===== src/rtl/sound_cmd_pkg.sv =====
// Shared types and defaults for the 68k-to-Z80 sound command latch.
package sound_cmd_pkg;

  localparam int CMD_DW         = 8;
  localparam int FIFO_DEPTH_DEF = 4;

  typedef enum logic [1:0] {
    IRQ_IDLE   = 2'd0,
    IRQ_ASSERT = 2'd1,
    IRQ_ACK    = 2'd2
  } irq_state_e;

endpackage


===== src/rtl/sound_cmd_fifo.sv =====
// Small command queue; head entry is presented combinationally, pop advances it.
module sound_cmd_fifo #(
  parameter int DW    = 8,
  parameter int DEPTH = 4
) (
  input  logic          clk_i,
  input  logic          rst_i,
  input  logic          push_i,
  input  logic [DW-1:0] wdata_i,
  input  logic          pop_i,
  output logic          full_o,
  output logic          empty_o,
  output logic [DW-1:0] head_o
);

  localparam int AW = $clog2(DEPTH);

  logic [DW-1:0] mem_q [DEPTH];
  logic [AW:0]   wr_q, wr_d, rd_q, rd_d;
  logic          do_push, do_pop;

  assign empty_o = (wr_q == rd_q);
  assign full_o  = (wr_q[AW] != rd_q[AW]) && (wr_q[AW-1:0] == rd_q[AW-1:0]);
  assign head_o  = mem_q[rd_q[AW-1:0]];

  // A push into a full queue is accepted when the head leaves in the same cycle.
  assign do_push = push_i && (!full_o || pop_i);
  assign do_pop  = pop_i && !empty_o;

  always_comb begin
    wr_d = wr_q;
    rd_d = rd_q;
    if (do_push) wr_d = wr_q + 1'b1;
    if (do_pop)  rd_d = rd_q + 1'b1;
  end

  always_ff @(posedge clk_i) begin
    if (rst_i) begin
      wr_q <= '0;
      rd_q <= '0;
    end else begin
      wr_q <= wr_d;
      rd_q <= rd_d;
    end
  end

  always_ff @(posedge clk_i) begin
    if (do_push) mem_q[wr_q[AW-1:0]] <= wdata_i;
  end

endmodule


===== src/rtl/sound_cmd_latch.sv =====
// Z80-side sound command latch with interrupt handshake.
// Define SNDLATCH_FIFO_EN to replace the single overwrite latch with a queue.
module sound_cmd_latch
  import sound_cmd_pkg::*;
#(
  parameter int DW          = CMD_DW,
  parameter int INT_TIMEOUT = 0,
  parameter int FIFO_DEPTH  = FIFO_DEPTH_DEF
) (
  input  logic          clk_main,
  input  logic          reset,
  input  logic          SNDDT,
  input  logic          SNDON,
  input  logic [DW-1:0] cpu_data,
  input  logic          z80_cs_n,
  input  logic          z80_rd_n,
  input  logic          z80_iorq_n,
  input  logic          z80_m1_n,
  output logic [DW-1:0] z80_dout,
  output logic          z80_int_n,
  output logic          cmd_pending,
  output logic          overrun
);

  localparam int TW = (INT_TIMEOUT > 0) ? $clog2(INT_TIMEOUT + 1) : 1;
  localparam logic [TW-1:0] TMO_LAST = TW'(INT_TIMEOUT - 1);
  localparam logic [TW-1:0] TMO_MAX  = '1;

  if (FIFO_DEPTH < 2 || (FIFO_DEPTH & (FIFO_DEPTH - 1)) != 0) begin : g_bad_depth
    $error("FIFO_DEPTH must be a power of two and at least 2");
  end

  logic          snddt_q, snddt_prev_q, sndon_q, sndon_prev_q;
  logic [DW-1:0] data_q;
  logic          cs_n_q, rd_n_q, iorq_n_q, m1_n_q, rd_act_prev_q;
  logic          rd_act, cap, done, irq_req;
  logic          ovr_q, ovr_d;

  irq_state_e    state_q, state_d;
  logic [TW-1:0] tmo_q, tmo_d;

  // SNDON history resets high so a level already present out of reset is not an edge.
  always_ff @(posedge clk_main) begin
    if (reset) begin
      snddt_q       <= 1'b1;
      snddt_prev_q  <= 1'b1;
      sndon_q       <= 1'b1;
      sndon_prev_q  <= 1'b1;
      data_q        <= '0;
      cs_n_q        <= 1'b1;
      rd_n_q        <= 1'b1;
      iorq_n_q      <= 1'b1;
      m1_n_q        <= 1'b1;
      rd_act_prev_q <= 1'b0;
      ovr_q         <= 1'b0;
      state_q       <= IRQ_IDLE;
      tmo_q         <= '0;
    end else begin
      snddt_q       <= SNDDT;
      snddt_prev_q  <= snddt_q;
      sndon_q       <= SNDON;
      sndon_prev_q  <= sndon_q;
      data_q        <= cpu_data;
      cs_n_q        <= z80_cs_n;
      rd_n_q        <= z80_rd_n;
      iorq_n_q      <= z80_iorq_n;
      m1_n_q        <= z80_m1_n;
      rd_act_prev_q <= rd_act;
      ovr_q         <= ovr_d;
      state_q       <= state_d;
      tmo_q         <= tmo_d;
    end
  end

  assign rd_act  = !cs_n_q && !rd_n_q;
  assign cap     = snddt_prev_q && !snddt_q;
  assign done    = rd_act_prev_q && !rd_act;
  assign irq_req = sndon_q && !sndon_prev_q;

  always_comb begin
    state_d   = state_q;
    tmo_d     = '0;
    z80_int_n = 1'b1;
    unique case (state_q)
      IRQ_IDLE: begin
        if (irq_req) state_d = IRQ_ASSERT;
      end
      IRQ_ASSERT: begin
        z80_int_n = 1'b0;
        tmo_d     = (tmo_q == TMO_MAX) ? tmo_q : tmo_q + TW'(1);
        if (!iorq_n_q && !m1_n_q)
          state_d = IRQ_ACK;
        else if (INT_TIMEOUT != 0 && tmo_q == TMO_LAST)
          state_d = IRQ_IDLE;
      end
      IRQ_ACK: begin
        if (iorq_n_q) state_d = IRQ_IDLE;
      end
      default: state_d = IRQ_IDLE;
    endcase
  end

`ifdef SNDLATCH_FIFO_EN
  logic          q_full, q_empty, q_pop;
  logic [DW-1:0] q_head;

  assign q_pop = done && !q_empty;

  sound_cmd_fifo #(.DW(DW), .DEPTH(FIFO_DEPTH)) u_fifo (
    .clk_i   (clk_main),
    .rst_i   (reset),
    .push_i  (cap),
    .wdata_i (data_q),
    .pop_i   (q_pop),
    .full_o  (q_full),
    .empty_o (q_empty),
    .head_o  (q_head)
  );

  assign ovr_d       = ovr_q || (cap && q_full && !q_pop);
  assign cmd_pending = !q_empty;
  assign z80_dout    = q_empty ? '0 : q_head;
`else
  logic [DW-1:0] cmd_q, cmd_d;
  logic          pend_q, pend_d;

  // Read completion is applied before the capture, so a coincident write is not an overrun.
  always_comb begin
    cmd_d  = cmd_q;
    pend_d = pend_q;
    ovr_d  = ovr_q;
    if (done) pend_d = 1'b0;
    if (cap) begin
      if (pend_q && !done) ovr_d = 1'b1;
      cmd_d  = data_q;
      pend_d = 1'b1;
    end
  end

  always_ff @(posedge clk_main) begin
    if (reset) begin
      cmd_q  <= '0;
      pend_q <= 1'b0;
    end else begin
      cmd_q  <= cmd_d;
      pend_q <= pend_d;
    end
  end

  assign cmd_pending = pend_q;
  assign z80_dout    = cmd_q;
`endif

  assign overrun = ovr_q;

endmodule


===== config.mk =====
export PLATFORM = sky130hd
export DESIGN_NAME = sound_cmd_latch
export DESIGN_NICKNAME = d
export VERILOG_FILES = /design/src/rtl/sound_cmd_pkg.sv /design/src/rtl/sound_cmd_fifo.sv /design/src/rtl/sound_cmd_latch.sv
export SDC_FILE = /design/constraint.sdc
export NUM_CORES = 1
export LEC_CHECK = 0
export BUFFER_PORTS_ARGS = -buffer_cell sky130_fd_sc_hd__buf_2
export CAP_MARGIN = 10
export CORE_ASPECT_RATIO = 1.75
export CORE_UTILIZATION = 25
export CTS_BUF_LIST = sky130_fd_sc_hd__clkbuf_16
export CTS_CLUSTER_SIZE = 8
export DETAILED_ROUTE_END_ITERATION = 8
export PLACE_DENSITY = 0.53
export REMOVE_ABC_BUFFERS = 1
export SETUP_SLACK_MARGIN = 0.4
export SYNTH_ARGS = -nofsm -noshare
export SYNTH_HDL_FRONTEND = slang
export SYNTH_SLANG_ARGS = --single-unit

===== constraint.sdc =====
create_clock -name clk_main -period 1.1 [get_ports clk_main]
set_input_delay 0.275 -clock clk_main [delete_from_list [all_inputs] [get_ports clk_main]]
set_output_delay 0.275 -clock clk_main [all_outputs]
set_load 0.01 [all_outputs]

## Yosys cells after proc, flatten, opt, wreduce, memory -nomap -nowiden

Index checks and enable logic that the tools add are counted.

- Register bits after elaboration: 29
- Bits in latches: 0
- Bits in writable memories: 0
- Memory bits (read-only): 0
- Input bits: 16
- Memories kept: 0

- $add $sub $neg: 0
- Multipliers: 0
- Divide/modulo/power cells: 0
- Order comparisons: 0
- Eq/ne operators: 5
- Shift operators: 0
- Multiplexer cells: 7
- Bitwise operators: 0
- Reduce and logical (&&, ||, !) cells: 18

Operator list:

| cell | number |
|---|---|
| logical NOT 1 bit | 8 |
| logical AND 1 bit | 6 |
| two-way mux 2 bit | 3 |
| != test 2 bit, second input constant | 3 |
| case mux 2 bit (3 select lines) | 1 |
| two-way mux 1 bit | 3 |
| AND reduction 3 bit | 1 |
| == test 2 x 1 -> 1 bit, second input constant | 1 |
| == test 2 bit, second input constant | 1 |
| logical NOT 2 bit | 1 |
| AND reduction 2 bit | 1 |
| nonzero test 2 bit | 1 |

## Depth between registers and ports, before layout

- Depth in word-level cells: 7
- Gate-level depth with buffers: 4
- Mapped depth without buffers: 3

## Worst setup path after synthesis

Ideal clock, no wire load.

- Path kind: register to output
- Start point: reg state_q[0]
- End point: out z80_int_n
- Arrival time: 0.653 ns
- Data required time: 0.825 ns
- Slack: 0.172 ns
- Cell stages (with the launch flop): 2
- Cell sequence: dfxtp_1 -> or2b_1

- Word-level cells in the longest chain between the ends: 2

Ends and longest elaborated chain:

| element | RTL line | RTL |
|---|---|---|
| start: declaration | sound_cmd_latch.sv:39 | `irq_state_e state_q, state_d;` |
| start signal: assignment | sound_cmd_latch.sv:70 | `state_q <= state_d;` |
| == test 2 x 1 -> 1 bit | sound_cmd_latch.sv:84 | `unique case (state_q)` |
| two-way mux 1 bit | sound_cmd_latch.sv:84 |  |
| end: declaration | sound_cmd_latch.sv:20 | `output logic z80_int_n,` |

Every way passes these cells.

## Worst setup path in the final report

Same ends and word-level chain as after synthesis.

==> metrics.md <==
| Metric | Value |
|---|---|
| Largest family of logic cells by synthesized area | `simple AND/OR/NAND/NOR gates` |
| Reg2reg end | `state_q[0]` |
| CP Depth | `2` |
| Total Power | `2.51 mW` |
| Relative slew slack | `0.843` |
| Pleak | `0.624 nW` |
| Final Skew | `0.00557 ns` |
| CP Capture Type | `output pin` |
| Worst setup endpoint | `z80_int_n` |
| Critical Path Start Type | `flip-flop` |
| CTS tree | `yes` |
| RSZ-0062 raised after global routing | `true` |
| ANT cells | `0` |
| PortBufs | `26` |
| R2R Setup Slk | `0.19 ns` |
| Adder-Cell Fraction of Synth Area | `0` |
| Crit-path cells | `or2b_1 -> buf_2` |
| First-pass GRT wire length | `2790 µm` |
| Period minus WS final | `1.20 ns` |
| Die width | `47.5 µm` |
| Required @ worst endpoint | `0.82 ns` |
| Failing checks | `setup timing` |
| Clock root buffer | `clkbuf_16` |
| GRT Total Usage | `0.106` |
| Crit Path Max Fanout | `2` |
| Number of global-route vias before repair | `667` |
| Total number of vias | `713` |
| Initial antenna violation count | `0` |
| Syn Area/Cell | `10.1 µm²` |
| Warnings from Yosys | `0` |
| FF-to-FF path depth | `3` |
| Compound-Gate Fraction of Synth Area | `0.0884` |
| Arrival @ worst endpoint | `0.93 ns` |
| Multiplexer share of the synthesized area | `0.0110` |
| Cell count after synthesis | `90` |
| TritonRoute pass-1 iters | `2` |
| Post-Synth Simple-Gate Area | `0.227` |
| Reg2Reg Launch Point | `state_q[0]` |
| # rows | `28` |
| Overflow after GRT | `0` |
| Post-synth top area share | `0.641` |
| Largest cells by area after synthesis | `dfxtp_1 (64%), nand2_1 (6.6%), nor2b_1 (6.2%), or2_2 (5.5%), a21oi_1 (5.0%)` |
| Fraction of final layout cells with drive strength greater than 1 | `0.698` |
| GP Congestion | `0.654` |
| Synth cell types | `18` |
| Pwr dens | `1680 nW/µm²` |
| Critical path launch point | `state_q[0]` |
| CTS H-tree depth | `2` |
| Cell family with most CP delay | `flip-flops` |
| Post-DR vias/cell | `4.10` |
| Die outline area | `3880 µm²` |
| Clock-pin slew on the worst setup and hold paths | `0.04 ns` |
| Critical path class | `flip-flop to output pin` |
| Routed wire length | `1820 µm` |
| Max_cap viols | `0` |
| Post-synthesis sequential area ratio | `0.641` |
| Clock tree buffer depth | `2` |
| Placeable Area | `3430 µm²` |
| Post-detail-place hpwl | `1140 µm` |
| Seq cells post-synth | `29` |
| Post-route ant nets | `0` |
| Cts hold-fix bufs | `0` |
| Post-synth top area cell | `dfxtp_1` |
| XOR/XNOR Fraction of Synth Area | `0` |
| Setup-failing EPs final | `1` |
| Final Hold Fails | `0` |
| Maximum clock frequency | `832 MHz` |
| Worst path bufs/invs | `1` |
| HP Start | `z80_cs_n` |
| Hold WC Path Type | `primary input to flip-flop` |
| Die height | `81.6 µm` |
| CP max stage cell | `dfxtp_2` |
| Hold slack final | `0.192 ns` |
| Peak VDD IR | `1.04 mV` |
| Synthesized area | `906 µm²` |
| Period utilization | `1.09` |
| Status | `finished, violations left` |
| Cts bufs inserted | `5` |
| Slew Limit Fails | `0` |
| Clock sink total | `29` |
| P&R area growth vs syn | `64.9%` |
| Top Ports | `27` |
| Worst stage delay on the critical path | `0.32 ns` |
| Initial Utilization | `0.264` |
| Worst slew pin tran | `0.235 ns` |
| Pin count of the biggest net entering global routing | `23` |
| Iter 0 DRT Violations | `6` |
| DRC viols | `0` |
| Nets@finish | `145` |
| Final setup margin | `-0.102 ns` |
| Drt wl/cell | `10.5 µm` |
| Clock latency on the worst-skew pair | `0.26 ns` |
[per-layer routing]
layer  track usage  share of wire  up-vias
met1         0.103           0.37      323
met2         0.175           0.56       24
li1              -              -      364
met5             0              0        -
met3        0.0462          0.050        2
met4        0.0600          0.014        0
[flip-flops by register name, indices dropped and copies added, names as in the netlist]
register and count:
iorq_n_q 1, rd_n_q 1, state_q 2, sndon_q 1, m1_n_q 1, z80_dout 8, snddt_q 1, cmd_pending 1
cs_n_q 1, snddt_prev_q 1, sndon_prev_q 1, data_q 8, rd_act_prev_q 1, overrun 1
[logic make-up (layout without fill, tap and decap cells)]
logic type      after synthesis  after routing
simple gates                 41             41
flops                        29             29
buf+inv                       6             45
compound gates               13             13
mux                           1              1
[cells in the mapped netlist]
cell type,instances
a21oi_1,9
nor2_1,4
a31oi_1,1
nand2_1,16
mux2i_1,1
nand2b_1,1
nor3_1,2
dfxtp_1,29
or2_2,8
a2111oi_2,1
o21ai_0,1
or2b_1,1
a21oi_2,1
nor2b_1,9
clkbuf_1,1
buf_4,1
inv_1,1
buf_2,3
[worst min-delay path by stage]
stage | endpoint | cells after the start
floorplan | state_q[0] | 1
global placement | rd_act_prev_q | 1
detailed placement | rd_act_prev_q | 1
CTS | cs_n_q | 2
global route | cs_n_q | 2
finish | cs_n_q | 2
[placed cells by master, fill, tap and decap left out, drive strengths merged]
master / Yosys / final
buf: 4 / 37
dfxtp: 29 / 29
nand2: 16 / 16
a21oi: 10 / 10
nor2b: 9 / 9
or2: 8 / 8
clkbuf: 1 / 5
nor2: 4 / 4
nor3: 2 / 2
inv: 1 / 2
or2b: 1 / 1
o21ai: 1 / 1
a31oi: 1 / 1
mux2i: 1 / 1
nand2b: 1 / 1
a2111oi: 1 / 1
clkinv: 0 / 1
[cell type report]
| class | instances | area, µm² |
|---|---|---|
| well taps | 45 | 56.3 |
| flip-flops and latches | 29 | 602 |
| clock inverters | 2 | 7.51 |
| multi-input cells | 55 | 410 |
| clock buffers | 5 | 125 |
| inverters | 1 | 3.75 |
| repair buffers | 37 | 289 |
| fillers | 365 | 1940 |
[repair_timing]
action,CTS,global route
setup buffers,4,2
endpoints found under the hold margin,0,0
pin swaps,6,3
resized for setup,50,11
endpoints found under the setup margin,25,24
[stage by stage]
step	setup TNS [ns]	utilization	worst slack (ns)	cells	cell area, µm²
after floorplan	0	-	0.123	85	880
after global placement	0	0.321	0.154	161	1100
after detailed placement	0	0.321	0.131	161	1100
after CTS	-0.106	0.417	-0.106	172	1430
after global routing	-0.137	0.435	-0.137	174	1490
final	-0.102	0.435	-0.102	174	1490
[report_power, final]
| group | leakage [nW] | switching (mW) | total, mW | internal, mW |
|---|---|---|---|---|
| registers | 0.244 | 0.0274 | 1.13 | 1.10 |
| logic | 0.311 | 0.0857 | 0.199 | 0.113 |
| clock network | 0.0685 | 0.377 | 1.18 | 0.800 |
Note: power is estimated with default switching activity, not from simulation.
